<file path="src/rtl/blit_uart_pkg.sv">
// Shared encodings, constants and helpers for the blit UART line adapter.
package blit_uart_pkg;

    localparam int   DATA_BITS  = 8;
    localparam logic STOP_LEVEL = 1'b1;

    typedef enum logic [2:0] {
        RX_IDLE   = 3'd0,
        RX_START  = 3'd1,
        RX_DATA   = 3'd2,
        RX_PARITY = 3'd3,
        RX_STOP   = 3'd4,
        RX_BREAK  = 3'd5
    } rx_state_t;

    typedef enum logic [2:0] {
        TX_IDLE   = 3'd0,
        TX_START  = 3'd1,
        TX_DATA   = 3'd2,
        TX_PARITY = 3'd3,
        TX_STOP   = 3'd4
    } tx_state_t;

    function automatic int div_of(input int hz, input int baud);
        return hz / baud;
    endfunction

    function automatic logic even_parity(input logic [DATA_BITS-1:0] data);
        return ^data;
    endfunction

endpackage

</file>
<file path="src/rtl/blit_uart_rx.sv">
// Receive half of blit_uart: synchroniser, mid-bit sampling FSM, one-byte holding register.
// BLIT_UART_PARITY_EN adds an even-parity bit before the stop bit and a parity_err pulse.
module blit_uart_rx
    import blit_uart_pkg::*;
#(
    parameter int DIV = 868
) (
    input  logic                 clk,
    input  logic                 rst_n,
    input  logic                 rx,
    output logic                 rx_valid,
    output logic [DATA_BITS-1:0] rx_data,
    input  logic                 rx_ready,
    output logic                 frame_err,
`ifdef BLIT_UART_PARITY_EN
    output logic                 parity_err,
`endif
    output logic                 overrun
);

    localparam int              CW       = $clog2(DIV);
    localparam logic [CW-1:0]   FULL     = CW'(DIV - 1);
    localparam logic [CW-1:0]   HALF     = CW'(DIV / 2 - 1);
    localparam logic [2:0]      LAST_BIT = 3'(DATA_BITS - 1);

    logic [1:0]           sync_r;
    logic                 rx_s;
    rx_state_t            state_r, state_n;
    logic [CW-1:0]        cnt_r, cnt_n;
    logic [2:0]           bit_r, bit_n;
    logic [DATA_BITS-1:0] shift_r, shift_n;
    logic                 expire_s, deliver_s, ferr_s;
`ifdef BLIT_UART_PARITY_EN
    logic                 par_r, par_n, perr_s;
`endif

    assign rx_s     = sync_r[1];
    assign expire_s = (cnt_r == {CW{1'b0}});

    // Two-flop synchroniser; idles high so reset never looks like a start bit.
    always_ff @(posedge clk) begin
        if (!rst_n) begin
            sync_r <= 2'b11;
        end else begin
            sync_r <= {sync_r[0], rx};
        end
    end

    // RX FSM and datapath registers.
    always_ff @(posedge clk) begin
        if (!rst_n) begin
            state_r <= RX_IDLE;
            cnt_r   <= {CW{1'b0}};
            bit_r   <= 3'd0;
            shift_r <= {DATA_BITS{1'b0}};
`ifdef BLIT_UART_PARITY_EN
            par_r   <= 1'b0;
`endif
        end else begin
            state_r <= state_n;
            cnt_r   <= cnt_n;
            bit_r   <= bit_n;
            shift_r <= shift_n;
`ifdef BLIT_UART_PARITY_EN
            par_r   <= par_n;
`endif
        end
    end

    // Next-state logic: the half-bit load centres every later sample in its bit cell.
    always_comb begin
        state_n   = state_r;
        cnt_n     = expire_s ? cnt_r : cnt_r - CW'(1);
        bit_n     = bit_r;
        shift_n   = shift_r;
        deliver_s = 1'b0;
        ferr_s    = 1'b0;
`ifdef BLIT_UART_PARITY_EN
        par_n     = par_r;
        perr_s    = 1'b0;
`endif
        case (state_r)
            RX_IDLE: begin
                cnt_n = HALF;
                if (!rx_s) state_n = RX_START;
                else       state_n = RX_IDLE;
            end
            RX_START: begin
                if (expire_s) begin
                    if (rx_s) begin
                        state_n = RX_IDLE;
                    end else begin
                        state_n = RX_DATA;
                        cnt_n   = FULL;
                        bit_n   = 3'd0;
                    end
                end else begin
                    state_n = RX_START;
                end
            end
            RX_DATA: begin
                if (expire_s) begin
                    shift_n = {rx_s, shift_r[DATA_BITS-1:1]};
                    cnt_n   = FULL;
                    bit_n   = bit_r + 3'd1;
`ifdef BLIT_UART_PARITY_EN
                    if (bit_r == LAST_BIT) state_n = RX_PARITY;
`else
                    if (bit_r == LAST_BIT) state_n = RX_STOP;
`endif
                    else                   state_n = RX_DATA;
                end else begin
                    state_n = RX_DATA;
                end
            end
`ifdef BLIT_UART_PARITY_EN
            RX_PARITY: begin
                if (expire_s) begin
                    par_n   = rx_s;
                    cnt_n   = FULL;
                    state_n = RX_STOP;
                end else begin
                    state_n = RX_PARITY;
                end
            end
`endif
            RX_STOP: begin
                if (expire_s) begin
                    if (rx_s == STOP_LEVEL) begin
                        state_n = RX_IDLE;
`ifdef BLIT_UART_PARITY_EN
                        if (par_r != even_parity(shift_r)) perr_s    = 1'b1;
                        else                               deliver_s = 1'b1;
`else
                        deliver_s = 1'b1;
`endif
                    end else begin
                        ferr_s  = 1'b1;
                        state_n = RX_BREAK;
                    end
                end else begin
                    state_n = RX_STOP;
                end
            end
            RX_BREAK: begin
                if (rx_s) state_n = RX_IDLE;
                else      state_n = RX_BREAK;
            end
            default: begin
                state_n = RX_IDLE;
            end
        endcase
    end

    // Holding register: a delivery coinciding with acceptance refills it without overrun.
    always_ff @(posedge clk) begin
        if (!rst_n) begin
            rx_valid   <= 1'b0;
            rx_data    <= {DATA_BITS{1'b0}};
            frame_err  <= 1'b0;
            overrun    <= 1'b0;
`ifdef BLIT_UART_PARITY_EN
            parity_err <= 1'b0;
`endif
        end else begin
            frame_err  <= ferr_s;
            overrun    <= deliver_s && rx_valid && !rx_ready;
`ifdef BLIT_UART_PARITY_EN
            parity_err <= perr_s;
`endif
            if (deliver_s && (!rx_valid || rx_ready)) begin
                rx_valid <= 1'b1;
                rx_data  <= shift_r;
            end else if (rx_valid && rx_ready) begin
                rx_valid <= 1'b0;
            end else begin
                rx_valid <= rx_valid;
            end
        end
    end

endmodule

</file>
<file path="src/rtl/blit_uart.sv">
// blit_uart top: 8N1 line adapter for the blit core's byte streams; TX FSM here, RX in blit_uart_rx.
// Defining BLIT_UART_PARITY_EN switches both directions to 8E1 and adds the parity_err port.
module blit_uart
    import blit_uart_pkg::*;
#(
    parameter int HZ   = 100_000_000,
    parameter int BAUD = 115200
) (
    input  logic                 clk,
    input  logic                 rst_n,
    input  logic                 rx,
    output logic                 tx,
    output logic                 rx_valid,
    output logic [DATA_BITS-1:0] rx_data,
    input  logic                 rx_ready,
    input  logic                 tx_valid,
    input  logic [DATA_BITS-1:0] tx_data,
    output logic                 tx_ready,
    output logic                 frame_err,
`ifdef BLIT_UART_PARITY_EN
    output logic                 parity_err,
`endif
    output logic                 overrun
);

    localparam int            DIV      = div_of(HZ, BAUD);
    localparam int            CW       = $clog2(DIV);
    localparam logic [CW-1:0] FULL     = CW'(DIV - 1);
    localparam logic [2:0]    LAST_BIT = 3'(DATA_BITS - 1);

    if (DIV < 4) begin : g_div_check
        $error("blit_uart: HZ/BAUD must be at least 4");
    end

    tx_state_t            state_r, state_n;
    logic [CW-1:0]        cnt_r, cnt_n;
    logic [2:0]           bit_r, bit_n;
    logic [DATA_BITS-1:0] shift_r, shift_n;
    logic                 tx_n, expire_s;
`ifdef BLIT_UART_PARITY_EN
    logic                 par_r, par_n;
`endif

    assign tx_ready = (state_r == TX_IDLE);
    assign expire_s = (cnt_r == {CW{1'b0}});

    // TX FSM and registered line output.
    always_ff @(posedge clk) begin
        if (!rst_n) begin
            state_r <= TX_IDLE;
            cnt_r   <= {CW{1'b0}};
            bit_r   <= 3'd0;
            shift_r <= {DATA_BITS{1'b0}};
            tx      <= STOP_LEVEL;
`ifdef BLIT_UART_PARITY_EN
            par_r   <= 1'b0;
`endif
        end else begin
            state_r <= state_n;
            cnt_r   <= cnt_n;
            bit_r   <= bit_n;
            shift_r <= shift_n;
            tx      <= tx_n;
`ifdef BLIT_UART_PARITY_EN
            par_r   <= par_n;
`endif
        end
    end

    // Next-state logic: tx_n is the line level for the following cycle, so each bit spans DIV cycles.
    always_comb begin
        state_n = state_r;
        cnt_n   = expire_s ? cnt_r : cnt_r - CW'(1);
        bit_n   = bit_r;
        shift_n = shift_r;
        tx_n    = tx;
`ifdef BLIT_UART_PARITY_EN
        par_n   = par_r;
`endif
        case (state_r)
            TX_IDLE: begin
                if (tx_valid) begin
                    state_n = TX_START;
                    cnt_n   = FULL;
                    shift_n = tx_data;
                    tx_n    = ~STOP_LEVEL;
`ifdef BLIT_UART_PARITY_EN
                    par_n   = even_parity(tx_data);
`endif
                end else begin
                    state_n = TX_IDLE;
                    tx_n    = STOP_LEVEL;
                end
            end
            TX_START: begin
                if (expire_s) begin
                    state_n = TX_DATA;
                    cnt_n   = FULL;
                    bit_n   = 3'd0;
                    tx_n    = shift_r[0];
                end else begin
                    state_n = TX_START;
                end
            end
            TX_DATA: begin
                if (expire_s) begin
                    cnt_n = FULL;
                    if (bit_r == LAST_BIT) begin
`ifdef BLIT_UART_PARITY_EN
                        state_n = TX_PARITY;
                        tx_n    = par_r;
`else
                        state_n = TX_STOP;
                        tx_n    = STOP_LEVEL;
`endif
                    end else begin
                        state_n = TX_DATA;
                        bit_n   = bit_r + 3'd1;
                        shift_n = {1'b0, shift_r[DATA_BITS-1:1]};
                        tx_n    = shift_r[1];
                    end
                end else begin
                    state_n = TX_DATA;
                end
            end
            TX_PARITY: begin
                if (expire_s) begin
                    state_n = TX_STOP;
                    cnt_n   = FULL;
                    tx_n    = STOP_LEVEL;
                end else begin
                    state_n = TX_PARITY;
                end
            end
            TX_STOP: begin
                tx_n = STOP_LEVEL;
                if (expire_s) state_n = TX_IDLE;
                else          state_n = TX_STOP;
            end
            default: begin
                state_n = TX_IDLE;
                tx_n    = STOP_LEVEL;
            end
        endcase
    end

    blit_uart_rx #(
        .DIV (DIV)
    ) u_rx (
        .clk        (clk),
        .rst_n      (rst_n),
        .rx         (rx),
        .rx_valid   (rx_valid),
        .rx_data    (rx_data),
        .rx_ready   (rx_ready),
        .frame_err  (frame_err),
`ifdef BLIT_UART_PARITY_EN
        .parity_err (parity_err),
`endif
        .overrun    (overrun)
    );

endmodule

</file>
<file path="config.mk">
export PLATFORM = sky130hd
export DESIGN_NAME = blit_uart
export DESIGN_NICKNAME = d
export VERILOG_FILES = /design/src/rtl/blit_uart_pkg.sv /design/src/rtl/blit_uart_rx.sv /design/src/rtl/blit_uart.sv
export SDC_FILE = /design/constraint.sdc
export NUM_CORES = 1
export LEC_CHECK = 0
export BUFFER_PORTS_ARGS = -buffer_cell sky130_fd_sc_hd__buf_2
export CAP_MARGIN = 20
export CELL_PAD_IN_SITES_DETAIL_PLACEMENT = 1
export CELL_PAD_IN_SITES_GLOBAL_PLACEMENT = 1
export CORE_MARGIN = 5
export CORE_UTILIZATION = 49
export DETAILED_ROUTE_END_ITERATION = 12
export PLACE_DENSITY = 0.82
export SLEW_MARGIN = 20
export SYNTH_ARGS = -nofsm -noshare
export SYNTH_HDL_FRONTEND = slang
export SYNTH_SLANG_ARGS = --single-unit
</file>
<file path="constraint.sdc">
create_clock -name clk -period 6.2 [get_ports clk]
set_input_delay 1.24 -clock clk [delete_from_list [all_inputs] [get_ports clk]]
set_output_delay 1.24 -clock clk [all_outputs]
set_load 0.02 [all_outputs]
</file>
-- After elaboration in Yosys (flattened, before gate mapping)
Cells that the tools add are included.
- bits in registers: 62
- bits of input ports: 13
- word-level logic and storage cells: 106
- add/subtract/negate cells: 4
- equal/unequal tests: 18
- muxes and demuxes: 48
- reduce and logical (&&, ||, !) cells: 22
- operators by type and width (cell ; count):
    two-way mux 10 bit ; 7
    two-way mux 3 bit ; 14
    one-hot mux 10 bit (3 select lines) ; 1
    one-hot mux 3 bit (5 select lines) ; 2
    two-way mux 8 bit ; 3
    logical NOT 10 bit ; 2
    one-hot mux 10 bit (2 select lines) ; 1
    subtractor 10 x 1 -> 10 bit (second input constant) ; 2
    one-hot mux 8 bit (2 select lines) ; 1
    == test 3 bit (second input constant) ; 5
    two-way mux 1 bit ; 13
    inequality test 2 bit (second input constant) ; 6
    one-hot mux 3 bit (2 select lines) ; 2
    AND reduction 4 bit ; 3
    == test 3 x 2 -> 1 bit (second input constant) ; 3
    nonzero test 2 bit ; 4
    adder 3 x 1 -> 3 bit (second input constant) ; 2
    == test 3 x 1 -> 1 bit (second input constant) ; 2
    logical NOT 3 bit ; 2
    two-way mux 2 bit ; 3
    AND reduction 3 bit ; 2
    logical AND 1 bit ; 4
    inequality test 2 x 1 -> 1 bit (second input constant) ; 2
    one-hot mux 1 bit (4 select lines) ; 1
    4 further kinds ; 5

-- Longest topological paths before layout
Gate-level depths: netlist of run 1.
- word-level depth: 5
- gate-level depth with buffers: 10

-- By module
A second synthesis of run 1 with hierarchy kept.
- cells, all modules: 336
- area, all modules: 3015.4 um^2
- by module, submodules not included (module ; times used ; cells each ; area each (um^2)):
    blit_uart_rx ; 1 ; 192 ; 1701.6
    blit_uart ; 1 ; 144 ; 1313.8

-- Worst setup path before layout of run 1
No wires, ideal clock.
- path kind: flip-flop to flip-flop
- from: reg u_rx.cnt_r[0]
- to: reg u_rx.cnt_r[0]
- setup time: 0.142 ns
- arrival: 2.196 ns
- required time: 6.058 ns
- slack: 3.861 ns
- cell stages (with the launch flop): 10
- cells stage by stage: dfxtp_1 inv_1 ha_1 or3b_2 nor3_4 inv_4 ha_1 nand2b_1 mux2i_1 a41oi_1
- cells in the longest elaborated chain, start to end: 5
- elaborated cells between the ends (all ways): 7
- ends and longest elaborated chain (what ; line ; text):
    start, declared ; blit_uart_rx.sv:29 ; logic [CW-1:0] cnt_r, cnt_n;
    start signal, assigned ; blit_uart_rx.sv:53 ; cnt_r <= {CW{1'b0}};
    start signal, assigned ; blit_uart_rx.sv:61 ; cnt_r <= cnt_n;
    subtractor 10 x 1 -> 10 bit or logical NOT 10 bit (tied branches) ; blit_uart_rx.sv:73, blit_uart_rx.sv:38 ;
    two-way mux 10 bit ; blit_uart_rx.sv:73 ; cnt_n = expire_s ? cnt_r : cnt_r - CW'(1);
    two-way mux 10 bit ; blit_uart_rx.sv:90 ; if (rx_s) begin
    two-way mux 10 bit ; blit_uart_rx.sv:89 ; if (expire_s) begin
    one-hot mux 10 bit (3 select lines) (*) ; blit_uart_rx.sv:82 ; case (state_r)
Every way passes the cells marked *; elsewhere a longest branch is shown, timed or not.
A chain may end at the register's enable or synchronous reset.

==> results.md, run 1 <==
- PwrDens: 295.4 mW/mm^2
- Period utilisation layout: 48.77%
- GRT met2 Usage: 35.77%
- Largest net degree at the start of global routing: 55
- CP Depth: 5
- Setup TNS: 0 ns
- GR Overflow Total: 0
- Max Cap Violations: 0
- Critical Path Source Type: input port
- Worst-skew pair later-pin latency: 0.35 ns
- Clk sink count: 62
- CTS tree: built
- Slew Limit Fails: 0
- Top FF cell, synth: dfxtp_1
- Met3 GRT Util: 5.899%
- Leakage Power: 0.001243 uW
- Least-Margin Pin Slew: 0.9493 ns
- GRT Total Usage: 21.79%
- Hold Crit Class: flop to flop
- Vias per cell: 6.173
- Final WL: 8077 um
- Clock slew at reported path FFs: 0.07 ns
- Setup bufs post-CTS: 0
- Rel. slew slack: 36.72%
- Via count: 2753
- Critical path's top delay family: buffers and inverters
- H-tree depth: 3
- Number of global-route vias before repair: 2742
- Status: completed
- Fin area: 0.003437 mm^2
- Placed cell areas: 0.003213 mm^2
- Floorplan Core Area: 0.006026 mm^2
- Crit path DAT: 3.28 ns
- DRC marker count from the first detailed-route iteration: 152
- Capturing element type of the critical path: flop
- Critical-path top delay cell: buf_2
- Clock buffer depth: 2
- Number of buffers added on ports: 25
- # resized after CTS: 0
- Post-Syn Instances: 349
- Hold path depth: 1
- Cell chosen for the clock root: clkbuf_8
- Final setup viols: 0
- Yosys cell types: 60
- CTS Buf Count: 9
- Register area share after synthesis: 40.33%
- First-pass GRT wire length: 13410 um
- Final hold vios: 0
- RePlAce Congestion: 0.8185
- Synthesized net count: 371
- Post-Syn Area per Cell: 8.819 um^2
- Initial antenna violation count: 0
- Post-DP HPWL: 5343 um
- Clk_skew: 0.006963 ns
- Placed instance count: 430
- Post-synth EDFFs: 0
- # IOs: 26
- Layer with the highest usage: met2
- Maximum vdd drop: 0.2110 mV
- Wire per inst: 18.11 um
- CP required: 6.46 ns
- Number of synthesized register bits: 62
- Worst path max stage delay: 0.71 ns
- Drt drc: 0
- Fmax: 0.3307 GHz
- Worst R2R Setup Slack: 3.50 ns
- Hold endpoint: u_rx.sync_r[1]
- Area grow syn2layout: 11.67%
- RSZ-0062 raised after global routing: no
- FP Rows: 28
- Async SR Flop Fraction: 0%
- Antenna-violating nets left: 0
- Ant. Diodes: 0
- Hold_sp: u_rx.sync_r[0]
- R2r endpoint: u_rx.cnt_r[0]
- Post-Layout Cell Count: 446
- Fraction of layout cells with a size suffix above 1: 14.29%
- FF-to-FF Start: u_rx.cnt_r[0]
- Post-CTS Hold Buffers: 0
- Number of iterations in the first detailed-routing pass: 5
- Register-to-Register Path Depth: 9
- CP max FO: 54
- Critical path class: input port to flop
- Cell chain of the critical path: buf_2, inv_1, nor2_1, nand2_1, o31ai_1
- Die Area: 0.007966 mm^2
- Post-Syn Area: 0.003078 mm^2
- Synth warn: 0
- Die Span Y: 89.26 um
- Grt met1 use: 27.93%
- Minimum clock period: 3.024 ns
- Die X: 89.26 um
- Fin nets: 388
- Initial core utilization: 51.08%
- Buf/Inv on CP: 2
- Final Power: 1015 uW
cells in the mapped netlist, drive strengths merged, types with 3 or more instances:
cell / n / area [um^2]
or3b: 3 / 26.28
nor3b: 3 / 22.52
nor3: 13 / 81.33
buf: 4 / 31.27
nand4: 12 / 75.07
o31ai: 9 / 67.56
or4: 6 / 45.04
mux2i: 26 / 260.3
inv: 13 / 51.30
clkbuf: 16 / 60.06
a21oi: 18 / 90.09
nor2b: 5 / 31.28
or2: 3 / 18.77
nand3: 6 / 30.03
nand2: 32 / 120.1
nand2b: 9 / 56.30
nor4: 5 / 46.29
nor2: 30 / 115.1
a211oi: 7 / 52.55
o22ai: 3 / 18.77
dfxtp: 62 / 1241
nand3b: 4 / 30.03
o21ai: 13 / 65.06
ha: 9 / 112.6
final cells by class:
class                      count  area (um^2)
fill                         729         2589
multi-input combinational    254         1694
sequential                    62         1241
clock buffer                  11        141.4
timing repair buffer          26        132.6
tap                           75        93.84
clock inverter                 5        82.58
inverter                      13        51.30
registers in the layout, summed over array words and instances, names as in the netlist, 2 cells and up:
signal	count
bit_r	3
state_r	3
u_rx.bit_r	3
u_rx.rx_data	8
u_rx.shift_r	8
u_rx.sync_r	2
u_rx.state_r	3
u_rx.cnt_r	10
cnt_r	10
shift_r	8
layout by cell type (no fill, tap or decap), drive strengths merged, types with 2 or more instances in the layout:
cell type / instances
dfxtp: 62
mux2i: 26
o31ai: 9
nand4: 12
a2111oi: 2
or3b: 3
bufinv: 2
nand3: 6
nand2: 32
nand2b: 9
nand3b: 4
ha: 9
a211oi: 7
or2: 3
nor4: 5
clkinvlp: 3
a21oi: 18
nor3: 13
nor4b: 2
o21a: 2
o2bb2ai: 2
a211o: 2
nor2: 30
or3: 2
buf: 26
clkbuf: 11
nor2b: 5
or4: 6
o211ai: 2
o41a: 2
o311a: 2
nor3b: 3
a41o: 2
o22ai: 3
o21ai: 13
inv: 13
report_power, final:
| group | switching [uW] | internal (uW) |
|---|---|---|
| sequential | 27.3 | 422 |
| combinational | 98.7 | 60.9 |
| clock | 169 | 237 |
routing by layer:
| layer | share of wire [%] | up-vias |
|---|---|---|
| met4 | 1.7 | 0 |
| met5 | 0 | - |
| met3 | 3.0 | 16 |
| met1 | 46 | 1360 |
| li1 | - | 1327 |
| met2 | 49 | 50 |
worst max-delay path by stage:
stage	endpoint	slack, ns	startpoint
floorplan	u_rx.cnt_r[0]	3.86	u_rx.cnt_r[0]
global placement	state_r[2]	2.92	rst_n
detailed placement	state_r[2]	2.79	rst_n
CTS	state_r[2]	3.14	rst_n
global route	state_r[2]	2.93	rst_n
finish	state_r[2]	3.18	rst_n
cells by family after synthesis:
group	count (synthesis)	share of synthesized area, %
and+or+nand+nor	139	24.68
AOI/OAI and AO/OA	79	17.97
DFF	62	40.33
buffers and inverters	33	4.634
muxes	26	8.455
adders and majority gates	9	3.659
xor gates and xnor gates	1	0.2846
through the flow:
step / setup WS (ns) / utilization (%) / hold slack, ns
floorplan: 3.861 / - / 0.3863
detailed placement: 2.786 / 53.32 / 0.4123
CTS: 3.140 / 57.04 / 0.4291
global placement: 2.922 / 53.32 / 0.4037
finish: 3.176 / 57.04 / 0.4182
global route: 2.929 / 57.04 / 0.4648
(Power assumes the default switching activity.)
==> run 2, diff against run 1 <==
--- a/config.mk
+++ b/config.mk
@@ -10,9 +10,9 @@
 export CELL_PAD_IN_SITES_DETAIL_PLACEMENT = 1
 export CELL_PAD_IN_SITES_GLOBAL_PLACEMENT = 1
 export CORE_MARGIN = 5
-export CORE_UTILIZATION = 49
+export CORE_UTILIZATION = 41
 export DETAILED_ROUTE_END_ITERATION = 12
-export PLACE_DENSITY = 0.82
+export PLACE_DENSITY = 0.72
 export SLEW_MARGIN = 20
 export SYNTH_ARGS = -nofsm -noshare
 export SYNTH_HDL_FRONTEND = slang
==> constraint.sdc (replaced) <==
create_clock -name clk -period 2.6 [get_ports clk]
set_input_delay 0.52 -clock clk [delete_from_list [all_inputs] [get_ports clk]]
set_output_delay 0.52 -clock clk [all_outputs]
set_load 0.02 [all_outputs]
==> run 2 against run 1 <==
Net effect:
- setup slack got worse by 3.0 ns
- combinational power rose by 150%
- highest routed layer unchanged
- worst hold slack got worse by 0.054 ns
- critical endpoint is now u_rx.cnt_r[0]
- core utilization fell by 8.4 points
- wire length fell by 5.6%
- sequential share of layout area fell by 1.1 points
- design area rose by 3.2%
==> results.md, run 2 (synthesis results as in run 1) <==
- Maximum vdd drop: 0.2527 mV (+20%)
- Crit path DAT: 2.67 ns (-0.61 ns)
- PwrDens: 656.0 mW/mm^2 (+120%)
- GR Overflow Total: 0 (unchanged)
- CTS tree: built
- Critical Path Most Common Cell: ha_1
- Clk_skew: 0.01006 ns (+0.003095 ns)
- Via count: 2700 (-1.9%)
- Drt drc: 0 (unchanged)
- Die Span Y: 96.65 um (+8.3%)
- Leakage Power: 0.001310 uW (+5.3%)
- Largest registers: cnt_r x10, u_rx.cnt_r x10
- PnR worst setup slack: 0.1920 ns (-2.984 ns)
- Worst-skew pair later-pin latency: 0.35 ns (about the same)
- Clock buffer depth: 2 (unchanged)
- Rel. slew slack: 56.53% (+20 points)
- Vias per cell: 5.579 (-9.6%)
- CTS Buf Count: 9 (unchanged)
- Max Cap Violations: 0 (unchanged)
- Number of global-route vias before repair: 2764 (+0.80%)
- Initial core utilization: 42.21% (-8.9 points)
- CP required: 2.86 ns (-3.60 ns)
- Number of buffers added on ports: 25 (unchanged)
- Cell chosen for the clock root: clkbuf_8
- RePlAce Congestion: 0.8106 (-0.97%)
- GRT Total Usage: 16.75% (-5.0 points)
- Least-Margin Pin Slew: 0.6461 ns (-0.3032 ns)
- Cell chain of the critical path: inv_1, ha_1, or3b_2, nor3_4, inv_4, ha_1, a2bb2oi_1, o221ai_1, a41oi_1
- Critical Path Source Type: flop
- Largest net degree at the start of global routing: 54 (-1.8%)
- Minimum clock period: 2.408 ns
- Floorplan Core Area: 0.007292 mm^2 (+21%)
- First-pass GRT wire length: 13160 um (-1.9%)
- Capturing element type of the critical path: flop
- Die X: 96.65 um (+8.3%)
- Setup TNS: 0 ns (unchanged)
- Period utilisation layout: 92.62%
- # IOs: 26 (unchanged)
- CP max FO: 8 (-85%)
- Final WL: 7622 um (-5.6%)
- Fin nets: 402 (+3.6%)
- Hold Crit Class: input port to flop
- Fmax: 0.4153 GHz
- Critical path class: flop to flop
- Buf/Inv on CP: 2 (unchanged)
- Fraction of layout cells with a size suffix above 1: 17.66% (+3.4 points)
- Clk sink count: 62 (unchanged)
- Post-Place Worst Slack: 0.1419 ns (-2.644 ns)
- RSZ-0062 raised after global routing: no
- H-tree depth: 3 (unchanged)
- Critical path's top delay family: simple AND/OR/NAND/NOR gates
- Most frequent cells in the layout: dfxtp_1, nand2_1, nor2_1, mux2i_1, buf_2
- Die Area: 0.009340 mm^2 (+17%)
- Post-DP HPWL: 5375 um (+0.60%)
- Final hold vios: 0 (unchanged)
- Clock slew at reported path FFs: 0.07 ns (about the same)
- Critical-path top delay cell: or3b_2
- FILL cells: 912 (+25%)
- Number of iterations in the first detailed-routing pass: 4 (-1)
- Wire per inst: 15.75 um (-13%)
- Commonest non-fill, non-tap cell in the layout: dfxtp_1
- Area grow syn2layout: 15.24%
- Initial antenna violation count: 0 (unchanged)
- DRC marker count from the first detailed-route iteration: 64 (-58%)
- Slew Limit Fails: 0 (unchanged)
- Worst path max stage delay: 0.54 ns (-0.17 ns)
- Ant. Diodes: 0 (unchanged)
- Final setup viols: 0 (unchanged)
- Antenna-violating nets left: 0 (unchanged)
- FP Rows: 31 (+11%)
- Status: completed
==> run 2: cell types whose count changed in the layout (fill, tap and decap cells not counted) <==
cell	before	now
clkbuf_1	1	0
bufinv_16	2	1
clkinvlp_4	3	0
clkinv_2	0	2
buf_4	1	15
clkbuf_8	10	9
clkinv_4	0	4
==> run 2: worst paths after layout <==
path,startpoint,endpoint,slack (ns),cells past startpoint
max,u_rx.cnt_r[0],u_rx.cnt_r[0],0.19,9
min reg2reg,u_rx.sync_r[0],u_rx.sync_r[1],0.42,1
max reg2reg,u_rx.cnt_r[0],u_rx.cnt_r[0],0.19,9
min,rx,u_rx.sync_r[0],0.36,2
==> run 2: where the power goes <==
part	internal, uW	leakage, uW	switching, uW
sequential	1010	0.000506	61.7
clock	445	0.000103	415
combinational	168	0.000700	231
==> run 2: layout make-up <==
| cell class | count | area (um^2) | share of cell area (%) |
|---|---|---|---|
| tap | 99 | 123.9 | 3.492 |
| inverter | 13 | 51.30 | 1.446 |
| sequential | 62 | 1241 | 34.99 |
| timing repair buffer | 40 | 237.7 | 6.702 |
| clock buffer | 9 | 123.9 | 3.492 |
| multi-input combinational | 254 | 1694 | 47.76 |
| clock inverter | 7 | 75.07 | 2.116 |
==> run 2: repair_timing <==
| action | CTS | global route |
|---|---|---|
| setup buffers | 0 | 0 |
| hold endpoints to repair | 0 | 0 |
| endpoints found under the setup margin | 0 | 1 |
| resized for setup | 0 | 0 |
| hold buffers | 0 | 0 |
==> run 2: worst reg2reg max path, cell delays in order, from the launching register on <==
cell and delay, ns:
dfxtp_1 0.34, inv_1 0.10, ha_1 0.19, or3b_2 0.54, nor3_4 0.20, inv_4 0.09, ha_1 0.34, a2bb2oi_1 0.18
o221ai_1 0.14, a41oi_1 0.20
==> run 2: per-layer routing <==
metal / global-route usage, % / wire length, um / vias up
li1: - / - / 1350
met1: 20.81 / 3652 / 1318
met2: 28.40 / 3699 / 20
met3: 3.165 / 143 / 12
met4: 6.803 / 127 / 0
met5: 0 / 0 / -
==> run 2: stage by stage <==
step                      total power, uW  hold slack, ns  instances  utilization (%)  cell area (um^2)
after floorplan                      1362          0.3863        349                -              3078
after global placement               1472          0.3912        468            45.92              3348
after detailed placement             1488          0.4166        468            45.92              3348
after CTS                            2352          0.3493        484            48.64              3547
after global routing                 2452          0.3792        484            48.64              3547
final                                2327          0.3644        484            48.64              3547
